`src/rtl/sc_fir_tap_eval.sv`:
```
// sc_fir_tap_eval: stochastic-computing FIR evaluator.
// Snapshots the tap and coefficient vectors on an accepted start, turns each value into
// a unipolar bitstream by comparing it against a shared LFSR, multiplies tap by coefficient
// with an AND gate and accumulates the popcount of all products over 2^LEN_LOG2 cycles.
module sc_fir_tap_eval #(
    parameter int              WIDTH    = 8,
    parameter int              TAPS     = 39,
    parameter int              LEN_LOG2 = 8,
    parameter logic [WIDTH-1:0] SEED_X  = 8'h5A,
    parameter logic [WIDTH-1:0] SEED_C  = 8'hC3
) (
    input  logic                  clock,
    input  logic                  reset,
    input  logic                  start,
    input  logic [WIDTH-1:0]      taps [TAPS-1:0],
    input  logic [WIDTH-1:0]      coef [TAPS-1:0],
    output logic                  busy,
    output logic                  done,
    output logic [LEN_LOG2+5:0]   y
);

    localparam int ACC_W = LEN_LOG2 + 6;
    localparam int POP_W = 6;

    // Feedback tap masks of maximal-length Fibonacci LFSRs, indexed by register width.
    // A set bit k means the term x^(k+1) participates in the feedback.
    function automatic logic [31:0] lfsrMaskFor(input int w);
        logic [31:0] m;
        case (w)
            3:       m = 32'h0000_0006;
            4:       m = 32'h0000_000C;
            5:       m = 32'h0000_0014;
            6:       m = 32'h0000_0030;
            7:       m = 32'h0000_0060;
            8:       m = 32'h0000_00B8;
            9:       m = 32'h0000_0110;
            10:      m = 32'h0000_0240;
            12:      m = 32'h0000_0E08;
            16:      m = 32'h0000_D008;
            default: m = 32'h0000_00B8;
        endcase
        return m;
    endfunction

    localparam logic [WIDTH-1:0] LFSR_MASK = WIDTH'(lfsrMaskFor(WIDTH));
    localparam logic [WIDTH-1:0] ALL_ONES  = {WIDTH{1'b1}};

    typedef enum logic [1:0] {
        S_IDLE = 2'd0,
        S_RUN  = 2'd1,
        S_DONE = 2'd2
    } state_t;

    state_t                state;
    state_t                state_next;

    logic [WIDTH-1:0]      snap_taps [TAPS-1:0];
    logic [WIDTH-1:0]      snap_coef [TAPS-1:0];
    logic [WIDTH-1:0]      lfsr_x;
    logic [WIDTH-1:0]      lfsr_c;
    logic [ACC_W-1:0]      acc;
    logic [ACC_W-1:0]      acc_next;
    logic [LEN_LOG2-1:0]   cnt;
    logic [TAPS-1:0]       xbit;
    logic [TAPS-1:0]       cbit;
    logic [TAPS-1:0]       prod;
    logic [POP_W-1:0]      pop;
    logic                  accept;
    logic                  last_cycle;

    assign accept     = (state == S_IDLE) && start;
    assign last_cycle = (state == S_RUN) && (cnt == {LEN_LOG2{1'b1}});

    // State register; reset drops straight back to IDLE even in the middle of a run.
    always_ff @(posedge clock or posedge reset) begin
        if (reset) begin
            state <= S_IDLE;
        end else begin
            state <= state_next;
        end
    end

    // Next-state and status outputs; DONE lasts exactly one cycle so done is a pulse.
    always_comb begin
        state_next = state;
        busy       = 1'b0;
        done       = 1'b0;
        case (state)
            S_IDLE: begin
                if (start) begin
                    state_next = S_RUN;
                end
            end
            S_RUN: begin
                busy = 1'b1;
                if (cnt == {LEN_LOG2{1'b1}}) begin
                    state_next = S_DONE;
                end
            end
            S_DONE: begin
                done       = 1'b1;
                state_next = S_IDLE;
            end
            default: begin
                state_next = S_IDLE;
            end
        endcase
    end

    // Stream generation, AND-multiply and popcount of all tap products for this cycle.
    // All-ones values bypass the comparator because the LFSR never reaches all ones plus one.
    always_comb begin
        xbit = '0;
        cbit = '0;
        prod = '0;
        pop  = '0;
        for (int i = 0; i < TAPS; i++) begin
            xbit[i] = (snap_taps[i] == ALL_ONES) ? 1'b1 : (lfsr_x < snap_taps[i]);
            cbit[i] = (snap_coef[i] == ALL_ONES) ? 1'b1 : (lfsr_c < snap_coef[i]);
            prod[i] = xbit[i] & cbit[i];
            pop     = pop + POP_W'(prod[i]);
        end
        acc_next = acc + ACC_W'(pop);
    end

    // Snapshot of the inputs taken only on an accepted start; upstream may keep shifting.
    always_ff @(posedge clock or posedge reset) begin
        if (reset) begin
            for (int i = 0; i < TAPS; i++) begin
                snap_taps[i] <= '0;
                snap_coef[i] <= '0;
            end
        end else if (accept) begin
            for (int i = 0; i < TAPS; i++) begin
                snap_taps[i] <= taps[i];
                snap_coef[i] <= coef[i];
            end
        end
    end

    // Both LFSRs reload their seeds on accept so each input set gives a reproducible result,
    // then step together every RUN cycle.
    always_ff @(posedge clock or posedge reset) begin
        if (reset) begin
            lfsr_x <= SEED_X;
            lfsr_c <= SEED_C;
        end else if (accept) begin
            lfsr_x <= SEED_X;
            lfsr_c <= SEED_C;
        end else if (state == S_RUN) begin
            lfsr_x <= {lfsr_x[WIDTH-2:0], ^(lfsr_x & LFSR_MASK)};
            lfsr_c <= {lfsr_c[WIDTH-2:0], ^(lfsr_c & LFSR_MASK)};
        end
    end

    // Accumulator, cycle counter and result register; y picks up the final sum including
    // the last cycle's term and then holds until a later run completes.
    always_ff @(posedge clock or posedge reset) begin
        if (reset) begin
            acc <= '0;
            cnt <= '0;
            y   <= '0;
        end else if (accept) begin
            acc <= '0;
            cnt <= '0;
        end else if (state == S_RUN) begin
            acc <= acc_next;
            cnt <= cnt + 1'b1;
            if (last_cycle) begin
                y <= acc_next;
            end
        end
    end

endmodule

```
`config.mk`:
```
export PLATFORM = sky130hd
export DESIGN_NAME = sc_fir_tap_eval
export DESIGN_NICKNAME = d
export VERILOG_FILES = /design/src/rtl/sc_fir_tap_eval.sv
export SDC_FILE = /design/constraint.sdc
export NUM_CORES = 2
export LEC_CHECK = 0
export ABC_AREA = 1
export CORE_MARGIN = 10
export CORE_UTILIZATION = 45
export DETAILED_ROUTE_END_ITERATION = 10
export PLACE_DENSITY = 0.71
export SETUP_SLACK_MARGIN = 0.5
export SLEW_MARGIN = 20
export SYNTH_ARGS = -nofsm -noshare
export SYNTH_HDL_FRONTEND = slang
export SYNTH_SLANG_ARGS = --single-unit
```
`constraint.sdc`:
```
create_clock -name clock -period 22.7 [get_ports clock]
set_input_delay 3.405 -clock clock [delete_from_list [all_inputs] [get_ports clock]]
set_output_delay 3.405 -clock clock [all_outputs]
set_load 0.05 [all_outputs]
```
# Word level (Yosys, flattened, before mapping)
# Index checks and enable logic that the tools add are counted.
[totals]
elab_cells = 424
ff_bits = 678
[op_classes]
n_mux = 91
n_bitwise = 40
n_reduce_logical = 8
n_eq_ne = 83
addsub = 40
order_cmp = 78
[ops]
columns = ["op", "n"]
rows = [
  ["equality test 8 bit (second input constant)", 79],
  ["less-than comparator 8 bit", 78],
  ["adder 6 x 1 -> 6 bit", 33],
  ["two-way mux 1 bit", 80],
  ["two-way mux 8 bit", 6],
  ["AND 1 bit", 39],
  ["two-way mux 14 bit", 2],
  ["parity 8 bit", 2],
  ["adder 14 x 6 -> 14 bit", 1],
  ["adder 8 x 1 -> 8 bit (second input constant)", 1],
  ["adder 5 x 1 -> 6 bit", 1],
  ["adder 4 x 1 -> 5 bit", 1],
  ["adder 3 x 1 -> 4 bit", 1],
  ["two-way mux 2 bit", 2],
  ["one-hot mux 2 bit (2 select lines)", 1],
  ["adder 2 x 1 -> 3 bit", 1],
  ["AND reduction 3 bit", 1],
  ["adder 1 x 1 -> 2 bit", 1],
  ["equality test 2 x 1 -> 1 bit (second input constant)", 1],
  ["equality test 2 bit (second input constant)", 1],
  ["logical AND 1 bit", 2],
  ["zero test 2 bit", 1],
  ["inequality test 2 x 1 -> 1 bit (second input constant)", 1],
  ["inequality test 2 bit (second input constant)", 1],
  ["3 further kinds", 3],
]

# Depth between registers and ports, before layout
[logic_depth]
word_depth = 44
mapped_depth = 34
depth_no_buf = 34

# Worst setup path before layout
# Ideal clock, no wire load.
[synth_path]
path_type = "flip-flop to flip-flop"
startpoint = "register lfsr_x[5]"
endpoint = "register acc[12]"
path_stages_with_launch = 29
synth_period_minus_slack_ns = 6.897
arrival_ns = 6.776
slack_ns = 15.803
setup_ns = 0.121
required_time_ns = 22.579
path_cell_list = "dfrtp_1 ha_1 a21oi_1 nor2_1 a211oi_1 nand2_1 nand2_1 nand2_1 fa_1 inv_1 fa_1 fa_1 fa_1 fa_1 inv_1 fa_1 inv_1 fa_1 ha_1 inv_1 fa_1 inv_1 nand3_1 nand3_1 nand3_1 nand3_1 nand2_1 nand2_1 nand2_1"
[synth_via]
elab_chain_len = 44
word_cells_on_any_way = 158
cone_classes = "add/sub: 39; order compare: 39; mux: 41; bitwise: 39"
[synth_lines]
columns = ["item", "line", "source"]
rows = [
  ["from (decl)", "59", "logic [WIDTH-1:0] lfsr_x;"],
  ["from (signal assigned)", "151", "lfsr_x <= {lfsr_x[WIDTH-2:0], ^(lfsr_x & LFSR_MASK)};"],
  ["less-than comparator 8 bit", "118", "xbit[i] = (snap_taps[i] == ALL_ONES) ? 1'b1 : (lfsr_x < snap_taps[i]);"],
  ["two-way mux 1 bit", "118", ""],
  ["AND 1 bit", "120", "prod[i] = xbit[i] & cbit[i];"],
  ["adder 1 x 1 -> 2 bit", "121", "pop = pop + POP_W'(prod[i]);"],
  ["adder 2 x 1 -> 3 bit", "121", ""],
  ["adder 3 x 1 -> 4 bit", "121", ""],
  ["adder 4 x 1 -> 5 bit", "121", ""],
  ["adder 5 x 1 -> 6 bit", "121", ""],
  ["adder 6 x 1 -> 6 bit (32 in a row)", "121", ""],
  ["adder 6 x 1 -> 6 bit *", "121", ""],
  ["adder 14 x 6 -> 14 bit *", "123", "acc_next = acc + ACC_W'(pop);"],
  ["two-way mux 14 bit *", "166", "end else if (state == S_RUN) begin"],
  ["two-way mux 14 bit *", "163", "end else if (accept) begin"],
  ["to (signal assigned)", "167", "acc <= acc_next;"],
  ["to (decl)", "61", "logic [ACC_W-1:0] acc;"],
]
# Mark *: on every way between the ends. The rest lies on a longest branch, timed or not. The select of a mux whose other input is x is not followed.
# A chain may end at the register's enable or synchronous reset.

# Worst setup path in the final report
[layout_path]
startpoint = "register lfsr_c[1]"
endpoint = "register acc[8]"
[layout_via]
elab_chain_len = 44
word_cells_on_any_way = 158
cone_classes = "add/sub: 39; order compare: 39; mux: 41; bitwise: 39"
[layout_lines]
columns = ["item", "line", "source"]
rows = [
  ["from (decl)", "60", "logic [WIDTH-1:0] lfsr_c;"],
  ["from (signal assigned)", "152", "lfsr_c <= {lfsr_c[WIDTH-2:0], ^(lfsr_c & LFSR_MASK)};"],
  ["less-than comparator 8 bit", "119", "cbit[i] = (snap_coef[i] == ALL_ONES) ? 1'b1 : (lfsr_c < snap_coef[i]);"],
  ["two-way mux 1 bit", "119", ""],
  ["AND 1 bit", "120", ""],
  ["adder 1 x 1 -> 2 bit", "121", ""],
  ["adder 2 x 1 -> 3 bit", "121", ""],
  ["adder 3 x 1 -> 4 bit", "121", ""],
  ["adder 4 x 1 -> 5 bit", "121", ""],
  ["adder 5 x 1 -> 6 bit", "121", ""],
  ["adder 6 x 1 -> 6 bit (32 in a row)", "121", ""],
  ["adder 6 x 1 -> 6 bit *", "121", ""],
  ["adder 14 x 6 -> 14 bit *", "123", ""],
  ["two-way mux 14 bit *", "166", ""],
  ["two-way mux 14 bit *", "163", ""],
]
# Marks and branches as above.

==> impl_metrics.ini <==
[status]
outcome = finished clean

[global_routing]
grt_usage = 0.249
antenna_found_initial = 23
grt_max_degree = 245
grt_pass1_wl_um = 210000
grt_pass1_vias = 37000
grt_overflow_total = 0

[finish]
fill_cells = 8520
final_nets = 7031
drive_gt1_frac = 0.0373
syn_to_final_growth_pct = 23.5

[clocking]
htree_levels = 3
postCtsHoldBufs = 0
clkTransAtPathRegs_ps = 60
cts_sinks = 678
cts_buffers = 79
clock_latency_ps = 650
cts_resized = 0
cts_buffer_depth = 3
cts_tree = done
cts_root_buffer = clkbuf_16
post_cts_buffers = 0

[yosys]
syn_area_per_cell_sq_um = 8.12
yosysSeqAreaShare = 0.402
ys_types = 40
synth_flop_cell = dfrtp_1
ys_seq_elements = 678
synth_top_family_by_area = adder cells
synth.area.mux_share = 0
synth-xor-area-share = 0.00207
synth-edff-count = 0
synth_compound_area_frac = 0.130
synthArstFlopShare = 1.00
netlist_instances = 5203
synth_nets = 6432
synth_fa_ha_area_frac = 0.184
yosysWarnings = 0
synthSimpleGateAreaFrac = 0.180
synth_area_sq_mm = 0.0423

[sta]
final.min_clock_period_ps = 7780
fmax_ghz = 0.129
fin_skew_ps = 11.1
tightestPinTransition_ps = 1110
finalSetupViolCount = 0
grt_setup_unrepaired = false
relSlewSlack = 0.259
fin_tns_setup_ps = 0
final_hold_viol_count = 0
slew_violations = 0
fin_crit_sh = 0.343
setup_ws_ps = 14920

[detailed_routing]
via_per_inst = 5.11
drc = 0
wire_per_inst_um = 18.9
ant_nets = 0
dr.pass1.iters = 5
drt_iter0_drc = 2485
routed_wl_um = 135000
vias = 36500

[floorplan]
rows = 112
core-area_sq_mm = 0.0933
fp.dieH_um = 326
initial_core_util = 0.453
die_w_um = 326
die_area_sq_mm = 0.107
io_pins = 643

[power]
clkPwrFrac = 0.499
internal_power_mw = 2.12
cellPowerDensity_mw_per_mm2 = 51.7
power_frac_comb = 0.053
total_leakage_power_nw = 28.4
peakVddDrop_mv = 0.0463
seq_power_share = 0.448
power_switching_mw = 0.581
switching_share = 0.215

[worst_setup_path]
r2r-start = lfsr_c[1]
reg2reg_to = acc[8]
crit_path_top_delay_cell = dfstp_2
arrival_ps = 8290
critPathKind = reg2reg
crit_fanout = 28
slowest_delay_ps = 790
cp-end-kind = flip-flop
rr_worst_depth = 31
startpoint_type = flip-flop
reg2reg_slack_ps = 14920
cp.required_ps = 23210

[place]
io_buffers = 642
gp_congestion = 0.882
dp_slack_ps = 14960
dpl.hpwl_um = 99600

[min_path]
hp-start = acc[1]
whs_path_depth = 2
min_to = acc[1]
hp-class = reg2reg

[job]
maxCapViolCount = 0
-- Yosys cell counts, drive strengths merged, types with 3 or more instances --
| library cell | number | area share |
|---|---|---|
| o21ai | 719 | 0.088 |
| nand4 | 5 | 0.00089 |
| dfstp | 8 | 0.0050 |
| xor2 | 4 | 0.00083 |
| o21a | 65 | 0.012 |
| inv | 841 | 0.075 |
| ha | 570 | 0.17 |
| xnor2 | 6 | 0.0012 |
| nand3 | 80 | 0.0095 |
| clkbuf | 31 | 0.0031 |
| nor4 | 144 | 0.021 |
| fa | 32 | 0.015 |
| a21oi | 224 | 0.027 |
| nor2 | 109 | 0.010 |
| nor3 | 3 | 0.00036 |
| a22oi | 5 | 0.00089 |
| buf | 123 | 0.024 |
| nand2 | 1542 | 0.14 |
| dfrtp | 670 | 0.40 |
| a211oi | 11 | 0.0020 |
| o22ai | 7 | 0.0010 |
-- layer usage --
layer / global-route usage / part of all wire / vias up
li1: - / - / 18000
met1: 0.306 / 0.41 / 17200
met2: 0.415 / 0.48 / 960
met3: 0.0428 / 0.053 / 279
met4: 0.136 / 0.053 / 6
met5: 0 / 0.00023 / -
-- cell usage in the layout (no fill, tap or decap), types with 5 or more instances in the layout --
master           count
nand2_1           1539
clkdlybuf4s50_1    642
fa_1                32
bufinv_16            8
dfrtp_1            662
ha_1               570
dfstp_2              8
nor2_1             105
o21ai_0            490
a22oi_1              5
clkbuf_16           82
clkinv_2            11
buf_4               26
inv_1              835
o21ai_1            198
xnor2_1              6
dfrtp_2              8
a211oi_1            11
nor4_1             144
o21ai_2             31
nand3_1             80
diode_2             20
a21oi_1            224
o22ai_1              7
clkbuf_1            17
o21a_1              65
clkbuf_8            18
-- state kept, by name (all words and copies together) (netlist names) --
| name | count |
|---|---|
| lfsr_x | 8 |
| lfsr_c | 8 |
| state | 2 |
| snap_coef | 312 |
| acc | 14 |
| y | 14 |
| snap_taps | 312 |
| cnt | 8 |
-- worst max-delay path by stage --
stage	from	endpoint	slack, ps	cells after the start
after floorplan	reset	acc[0]	10030	1
after global placement	lfsr_c[1]	acc[12]	14990	31
after detailed placement	lfsr_c[1]	acc[8]	14960	31
after CTS	lfsr_c[1]	acc[8]	14900	31
after global routing	lfsr_c[1]	acc[8]	14550	31
final	lfsr_c[1]	acc[8]	14920	31
-- critical path, delay by kind of cell (launching register included) --
kind,cells,cell delay [ps]
buffers and inverters,6,920
adders and majority gates,10,4670
AOI/OAI and AO/OA,2,180
and+or+nand+nor,13,1060
DFF,1,790
-- final cells by class --
class / count / area [sq um] / share of cell area
multi-input combinational: 3530 / 21000 / 0.402
clock inverter: 27 / 369 / 0.00707
antenna: 20 / 50.0 / 0.000959
tap: 1254 / 1570 / 0.0301
sequential: 678 / 17000 / 0.325
timing repair buffer: 672 / 6700 / 0.128
clock buffer: 117 / 2360 / 0.0453
inverter: 841 / 3180 / 0.0609
-- power by group through the flow --
stage,clock (mW),combinational [mW],sequential (mW)
2_1_floorplan,0,0.0176,1.23
3_3_place_gp,0,0.144,1.23
3_5_place_dp,0,0.145,1.23
4_1_cts,1.37,0.146,1.21
5_1_grt,1.42,0.153,1.21
6_report,1.34,0.143,1.21
-- logic make-up after synthesis --
group | after synthesis
simple gates | 1885
buf+inv | 995
flops | 678
compound gates | 1033
fa+ha+maj | 602
xor+xnor | 10
-- metrics by stage --
stage | hold slack (ps) | cells | utilization | total power [mW] | instance area, sq um
floorplan | 456 | 5203 | - | 1.25 | 42300
global placement | 475 | 6975 | 0.529 | 1.38 | 49400
detailed placement | 480 | 6975 | 0.529 | 1.38 | 49400
CTS | 497 | 7119 | 0.559 | 2.72 | 52100
global route | 528 | 7139 | 0.559 | 2.78 | 52200
finish | 492 | 7139 | 0.559 | 2.70 | 52200
Note: power is estimated with default switching activity, not from simulation.
